### config.mk
export PLATFORM = sky130hd
export DESIGN_NAME = muldiv_seq
export DESIGN_NICKNAME = d
export VERILOG_FILES = /design/src/rtl/muldiv_seq_pkg.sv /design/src/rtl/muldiv_seq.sv
export SDC_FILE = /design/constraint.sdc
export NUM_CORES = 1
export LEC_CHECK = 0
export ABC_AREA = 1
export BUFFER_PORTS_ARGS = -buffer_cell sky130_fd_sc_hd__buf_4
export CAP_MARGIN = 40
export CORE_UTILIZATION = 55
export CTS_BUF_LIST = sky130_fd_sc_hd__clkbuf_16
export CTS_CLUSTER_SIZE = 20
export DETAILED_ROUTE_END_ITERATION = 10
export HOLD_SLACK_MARGIN = 0.12
export PLACE_DENSITY = 0.72
export SLEW_MARGIN = 20
export SYNTH_ARGS = -nofsm -noshare
export SYNTH_HDL_FRONTEND = slang
export SYNTH_SLANG_ARGS = --single-unit
### constraint.sdc
create_clock -name clk -period 3.6 [get_ports clk]
set_clock_uncertainty 0.2 [all_clocks]
set_input_delay 0.36 -clock clk [delete_from_list [all_inputs] [get_ports clk]]
set_output_delay 0.36 -clock clk [all_outputs]
set_load 0.1 [all_outputs]
### src/rtl/muldiv_seq_pkg.sv
// Shared definitions for the execute stage: R-type function codes and the
// state encoding of the multi-cycle multiply/divide sequencer.
package muldiv_seq_pkg;

  // R-type funct field values handled elsewhere in the execute stage
  localparam logic [5:0] FUNCT_SLL   = 6'h00;
  localparam logic [5:0] FUNCT_SRL   = 6'h02;
  localparam logic [5:0] FUNCT_SRA   = 6'h03;
  localparam logic [5:0] FUNCT_JR    = 6'h08;
  localparam logic [5:0] FUNCT_MFHI  = 6'h10;
  localparam logic [5:0] FUNCT_MFLO  = 6'h12;
  localparam logic [5:0] FUNCT_ADD   = 6'h20;
  localparam logic [5:0] FUNCT_ADDU  = 6'h21;
  localparam logic [5:0] FUNCT_SUB   = 6'h22;
  localparam logic [5:0] FUNCT_SUBU  = 6'h23;
  localparam logic [5:0] FUNCT_AND   = 6'h24;
  localparam logic [5:0] FUNCT_OR    = 6'h25;
  localparam logic [5:0] FUNCT_XOR   = 6'h26;
  localparam logic [5:0] FUNCT_NOR   = 6'h27;
  localparam logic [5:0] FUNCT_SLT   = 6'h2A;
  localparam logic [5:0] FUNCT_SLTU  = 6'h2B;

  // Function codes owned by the multiply/divide sequencer
  localparam logic [5:0] FUNCT_MTHI  = 6'h11;
  localparam logic [5:0] FUNCT_MTLO  = 6'h13;
  localparam logic [5:0] FUNCT_MULT  = 6'h18;
  localparam logic [5:0] FUNCT_MULTU = 6'h19;
  localparam logic [5:0] FUNCT_DIV   = 6'h1A;
  localparam logic [5:0] FUNCT_DIVU  = 6'h1B;

  typedef enum logic [2:0] {
    IDLE = 3'd0,
    MUL  = 3'd1,
    DIV  = 3'd2,
    FIX  = 3'd3,
    DONE = 3'd4
  } muldiv_state_t;

endpackage

### src/rtl/muldiv_seq.sv
// Multi-cycle MULT/MULTU/DIV/DIVU sequencer and owner of the HI/LO registers.
// Multiply is shift-add, divide is restoring; both share one 2*WIDTH-bit
// working register and run on operand magnitudes, with the sign applied in FIX.
//
// Ports:
//   clk, rst_n      clock, asynchronous active-low reset
//   start, fncode   request strobe and R-type funct selecting the operation
//   op_a, op_b      rs / rt operand values
//   busy            high from the accept edge until the commit edge
//   done            one-cycle pulse after HI/LO commit
//   hi, lo          architectural HI / LO registers
//
// Handshake: a request is taken only when start=1 in IDLE with a recognised
// fncode; there is no ready signal, the core must hold off while busy=1 and
// any start seen outside IDLE is dropped.
module muldiv_seq
  import muldiv_seq_pkg::*;
#(
  parameter int WIDTH      = 32,
  parameter int ITER_CNT_W = 6
) (
  input  logic             clk,
  input  logic             rst_n,
  input  logic             start,
  input  logic [5:0]       fncode,
  input  logic [WIDTH-1:0] op_a,
  input  logic [WIDTH-1:0] op_b,
  output logic             busy,
  output logic             done,
  output logic [WIDTH-1:0] hi,
  output logic [WIDTH-1:0] lo
);

  muldiv_state_t          state;
  logic [ITER_CNT_W-1:0]  count;
  logic [2*WIDTH-1:0]     work;    // MUL: {product hi, multiplier/product lo}; DIV: {remainder, dividend/quotient}
  logic [WIDTH-1:0]       opnd;    // multiplicand magnitude or divisor magnitude
  logic [WIDTH-1:0]       a_raw;   // raw dividend, returned in HI on divide-by-zero
  logic                   neg_q;
  logic                   neg_r;
  logic                   is_div;
  logic                   b_zero;

  // Operand conditioning at accept time
  logic             is_signed;
  logic             sa;
  logic             sb;
  logic [WIDTH-1:0] a_mag;
  logic [WIDTH-1:0] b_mag;

  always_comb begin
    is_signed = (fncode == FUNCT_MULT) || (fncode == FUNCT_DIV);
    sa        = is_signed & op_a[WIDTH-1];
    sb        = is_signed & op_b[WIDTH-1];
    a_mag     = sa ? (~op_a + 1'b1) : op_a;
    b_mag     = sb ? (~op_b + 1'b1) : op_b;
  end

  // Shared shift datapath
  logic [WIDTH:0]     mul_sum;
  logic [2*WIDTH-1:0] mul_next;
  logic [WIDTH:0]     shifted;   // partial remainder, one bit wider so the borrow survives
  logic [WIDTH:0]     diff;
  logic               qbit;
  logic [WIDTH-1:0]   new_rem;
  logic [2*WIDTH-1:0] div_next;
  logic [2*WIDTH-1:0] prod_fix;
  logic [WIDTH-1:0]   quo_fix;
  logic [WIDTH-1:0]   rem_fix;

  always_comb begin
    mul_sum  = {1'b0, work[2*WIDTH-1:WIDTH]} + {1'b0, opnd};
    mul_next = work[0] ? {mul_sum, work[WIDTH-1:1]}
                       : {1'b0, work[2*WIDTH-1:WIDTH], work[WIDTH-1:1]};

    // Remainder stays below the divisor, so its top bit of diff is the sign
    shifted  = {work[2*WIDTH-1:WIDTH], work[WIDTH-1]};
    diff     = shifted - {1'b0, opnd};
    qbit     = ~diff[WIDTH];
    new_rem  = qbit ? diff[WIDTH-1:0] : shifted[WIDTH-1:0];
    div_next = {new_rem, work[WIDTH-2:0], qbit};

    prod_fix = neg_q ? (~work + 1'b1) : work;
    quo_fix  = neg_q ? (~work[WIDTH-1:0] + 1'b1) : work[WIDTH-1:0];
    rem_fix  = neg_r ? (~work[2*WIDTH-1:WIDTH] + 1'b1) : work[2*WIDTH-1:WIDTH];
  end

  always_ff @(posedge clk or negedge rst_n) begin
    if (!rst_n) begin
      state  <= IDLE;
      busy   <= 1'b0;
      done   <= 1'b0;
      hi     <= '0;
      lo     <= '0;
      count  <= '0;
      work   <= '0;
      opnd   <= '0;
      a_raw  <= '0;
      neg_q  <= 1'b0;
      neg_r  <= 1'b0;
      is_div <= 1'b0;
      b_zero <= 1'b0;
    end else begin
      case (state)
        IDLE: begin
          done <= 1'b0;
          if (start) begin
            case (fncode)
              FUNCT_MULT, FUNCT_MULTU: begin
                work   <= {{WIDTH{1'b0}}, b_mag};
                opnd   <= a_mag;
                a_raw  <= op_a;
                neg_q  <= sa ^ sb;
                neg_r  <= sa;
                is_div <= 1'b0;
                b_zero <= (op_b == '0);
                count  <= ITER_CNT_W'(WIDTH);
                busy   <= 1'b1;
                state  <= MUL;
              end
              FUNCT_DIV, FUNCT_DIVU: begin
                work   <= {{WIDTH{1'b0}}, a_mag};
                opnd   <= b_mag;
                a_raw  <= op_a;
                neg_q  <= sa ^ sb;
                neg_r  <= sa;
                is_div <= 1'b1;
                b_zero <= (op_b == '0);
                count  <= ITER_CNT_W'(WIDTH);
                busy   <= 1'b1;
                state  <= DIV;
              end
              FUNCT_MTHI: hi <= op_a;
              FUNCT_MTLO: lo <= op_a;
              default: ;
            endcase
          end
        end
        MUL: begin
          work  <= mul_next;
          count <= count - 1'b1;
          if (count == ITER_CNT_W'(1)) state <= FIX;
        end
        DIV: begin
          work  <= div_next;
          count <= count - 1'b1;
          if (count == ITER_CNT_W'(1)) state <= FIX;
        end
        FIX: begin
          if (!is_div) begin
            {hi, lo} <= prod_fix;
          end else if (b_zero) begin
            hi <= a_raw;
            lo <= '1;
          end else begin
            hi <= rem_fix;
            lo <= quo_fix;
          end
          busy  <= 1'b0;
          done  <= 1'b1;
          state <= DONE;
        end
        DONE: begin
          done  <= 1'b0;
          state <= IDLE;
        end
        default: begin
          busy  <= 1'b0;
          done  <= 1'b0;
          state <= IDLE;
        end
      endcase
    end
  end

endmodule

==> results.sh <==
export IMPL_synth_top_area_share_pct=26.04
export IMPL_yosysUniqueCellTypes=58
export IMPL_met2_usage_pct=71.43
export IMPL_grt_use_total_pct=50.49
export IMPL_reg2reg_depth=17
export IMPL_cp_end_kind="flop"
export IMPL_ys_flop_type="dfrtp_1"
export IMPL_drt_pass1_iter_count=7
export IMPL_synth_area_mm2=0.01989
export IMPL_grt_max_degree=88
export IMPL_required_ns=3.85
export IMPL_path_common_cell="nand2_4"
export IMPL_grt_ovfl_total=0
export IMPL_routedWlPerCell_um=24.38
export IMPL_hpwl_mm=74.11
export IMPL_slew_headroom_pct=44.07
export IMPL_numCtsBuffers=26
export IMPL_grt_use_met3_pct=19.70
export IMPL_synthCells=3237
export IMPL_synth_commonest_cells="nand2_1 (909), nor2_1 (457), inv_1 (303), nand3_1 (303), o21ai_0 (214)"
export IMPL_place_inst=3769
export IMPL_io_buffers=138
export IMPL_worstHoldPathType="primary input to async pin"
export IMPL_die_h_um=192.2
export IMPL_syn_avg_cell_area_um2=6.145
export IMPL_clk_latency_ns=0.58
export IMPL_reg2reg_from="work[31]"
export IMPL_grt_pass1_vias=22420
export IMPL_clkSlewWorstSetupHoldPaths_ns=0.06
export IMPL_vias=24951
export IMPL_slowest_stage="dfrtp_1"
export IMPL_rsz0062_at_grt="false"
export IMPL_synthArstFlopShare_pct=100.0
export IMPL_slew_viol_final=0
export IMPL_placedInstanceArea_mm2=0.02142
export IMPL_clock_path_buffers=3
export IMPL_rr_endpoint="work[46]"
export IMPL_vias_per_cell=6.454
export IMPL_cts_sinks=207
export IMPL_antenna_found_initial=5
export IMPL_met1_usage_pct=63.94
export IMPL_post_route_min_period_ns=3.319
export IMPL_hold_violations=0
export IMPL_yosys_warnings=0
export IMPL_synth_area_leaders="dfrtp_1 (26%), nand2_1 (17%), nor2_1 (8.6%), nand3_1 (7.6%), inv_1 (5.7%)"
export IMPL_utilization_pct=64.09
export IMPL_setup_viol=0
export IMPL_status="finished clean"
export IMPL_ant_nets=0
export IMPL_arrival_ns=3.57
export IMPL_synth_seq_cells=207
export IMPL_tightest_slew_ns=0.8353
export IMPL_htreeDepth=1
export IMPL_start_kind="flop"
export IMPL_synth_top_area_cell="dfrtp_1"
export IMPL_stdcell_area_mm2=0.02280
export IMPL_setup_tns_final_ns=0
export IMPL_cts_resized=0
export IMPL_layout_nets=3529
export IMPL_io_pins=139
export IMPL_critPathKind="flop to flop"
export IMPL_syn2layout_area_growth_pct=14.61
export IMPL_synth_most_common_cell="nand2_1"
export IMPL_layout_drive_gt1_share_pct=10.05
export IMPL_fin_cells=3866
export IMPL_synth_edff_count=0
export IMPL_grt_pass1_wl_mm=137.7
export IMPL_max_freq_mhz=301.3
export IMPL_core_area_mm2=0.03557
export IMPL_syn_num_nets=3382
export IMPL_postCtsHoldBufs=48
export IMPL_max_stage_delay_ns=0.41
export IMPL_finalCritPeriodShare_pct=92.19
export IMPL_gp_congestion=1.173
export IMPL_initial_core_util_pct=55.92
export IMPL_path_cells="inv_1, ha_1, fa_1, inv_1, nand2_1, o21ai_4, nand2_2, nand2_4, nand2_4, nand2_4, nand2_4, nand2_4, nand2_4, nand2_8, nand2_1, nand3_1, nand3_1"
export IMPL_die_x_um=192.2
export IMPL_routed_wirelength_mm=94.26
export IMPL_die_area_mm2=0.03693
export IMPL_cts_tree="done"
export IMPL_cts_root_buf="clkbuf_16"
export IMPL_reg2reg_setup_slack_ns=0.28
export IMPL_top_usage_layer="met2"
export IMPL_ys_seq_area_share_pct=26.04
export IMPL_cap_violations=0
export IMPL_cts_setup_buffers=0
export IMPL_drt_iter0_drc=3919
export IMPL_route_detailed_drc=0
export IMPL_fp_row_count=69
export IMPL_cp_max_fo=28
[worst max path at each step]
stage                     startpoint  depth (start not counted)  endpoint
final                       work[31]                         17  work[46]
after global routing        work[31]                         17  work[45]
after CTS                   work[31]                         17  work[46]
after detailed placement    work[31]                         17  work[46]
after global placement      work[31]                         17  work[49]
after floorplan             work[32]                         17  work[55]
[worst max-delay path, delay by kind of cell (launching register included)]
family	cells	cell delay (ns)
AO/OA/AOI/OAI	1	0.21
AND/OR/NAND/NOR	12	1.45
buffers and inverters	2	0.27
adder cells (fa/ha/maj)	2	0.65
flip-flops	1	0.41
[state kept, by name, summed over array words and instances (netlist names), 3 cells and up]
register	count
hi	32
count	6
a_raw	32
state	3
opnd	32
work	64
lo	32
[logic make-up (layout without fill, tap and decap cells)]
family | after synthesis | in the layout | share of synthesized area (%)
and+or+nand+nor | 1818 | 1818 | 39.19
AOI/OAI and AO/OA | 618 | 618 | 18.09
buffers and inverters | 452 | 619 | 8.995
DFF | 207 | 207 | 26.04
adders and majority gates | 72 | 72 | 4.605
xor gates and xnor gates | 70 | 70 | 3.082
other | 0 | 1 | 0
[stage by stage]
stage / hold slack [ns] / setup slack [ns]
floorplan: -0.1356 / 0.9654
global placement: 0.1744 / 0.5216
detailed placement: 0.1727 / 0.3707
CTS: 0.1261 / 0.3757
global route: 0.1677 / 0.1780
finish: 0.1199 / 0.2811
[layout by cell type (no fill, tap or decap), types with 16 or more instances in the layout]
| cell type | netlist | layout |
|---|---|---|
| xnor2_1 | 18 | 18 |
| dfrtp_1 | 207 | 206 |
| o21ai_1 | 30 | 30 |
| o21ai_0 | 214 | 214 |
| nand2_4 | 16 | 16 |
| inv_2 | 25 | 25 |
| a21oi_1 | 202 | 202 |
| nor3_1 | 28 | 28 |
| nand3_1 | 303 | 302 |
| nand4_1 | 29 | 29 |
| xor2_1 | 52 | 52 |
| nand3_2 | 20 | 21 |
| clkbuf_16 | 0 | 27 |
| dlygate4sd3_1 | 0 | 48 |
| o211ai_1 | 49 | 49 |
| nand2_1 | 909 | 909 |
| inv_1 | 303 | 305 |
| o221ai_1 | 21 | 21 |
| buf_4 | 3 | 189 |
| a221oi_1 | 32 | 32 |
| nor2_1 | 457 | 457 |
| ha_1 | 70 | 70 |
| a22oi_1 | 18 | 18 |
[layer usage]
layer	part of all wire, %	wire, um
met5	0.045	42
met4	7.7	7297
met3	16	15190
met2	40	37770
met1	36	33960
[cell type report]
type | instances | area (um^2)
multi-input cells | 2578 | 12940
clock inverters | 21 | 220.2
fillers | 3315 | 12770
clock buffers | 27 | 675.6
well taps | 461 | 576.8
repair buffers | 240 | 1954
flip-flops and latches | 207 | 5181
inverters | 331 | 1242
diodes | 1 | 2.502
Power is left out: the tool's default activity adds up to more than one toggle a clock period on the data nets, which glitch-free logic cannot reach.
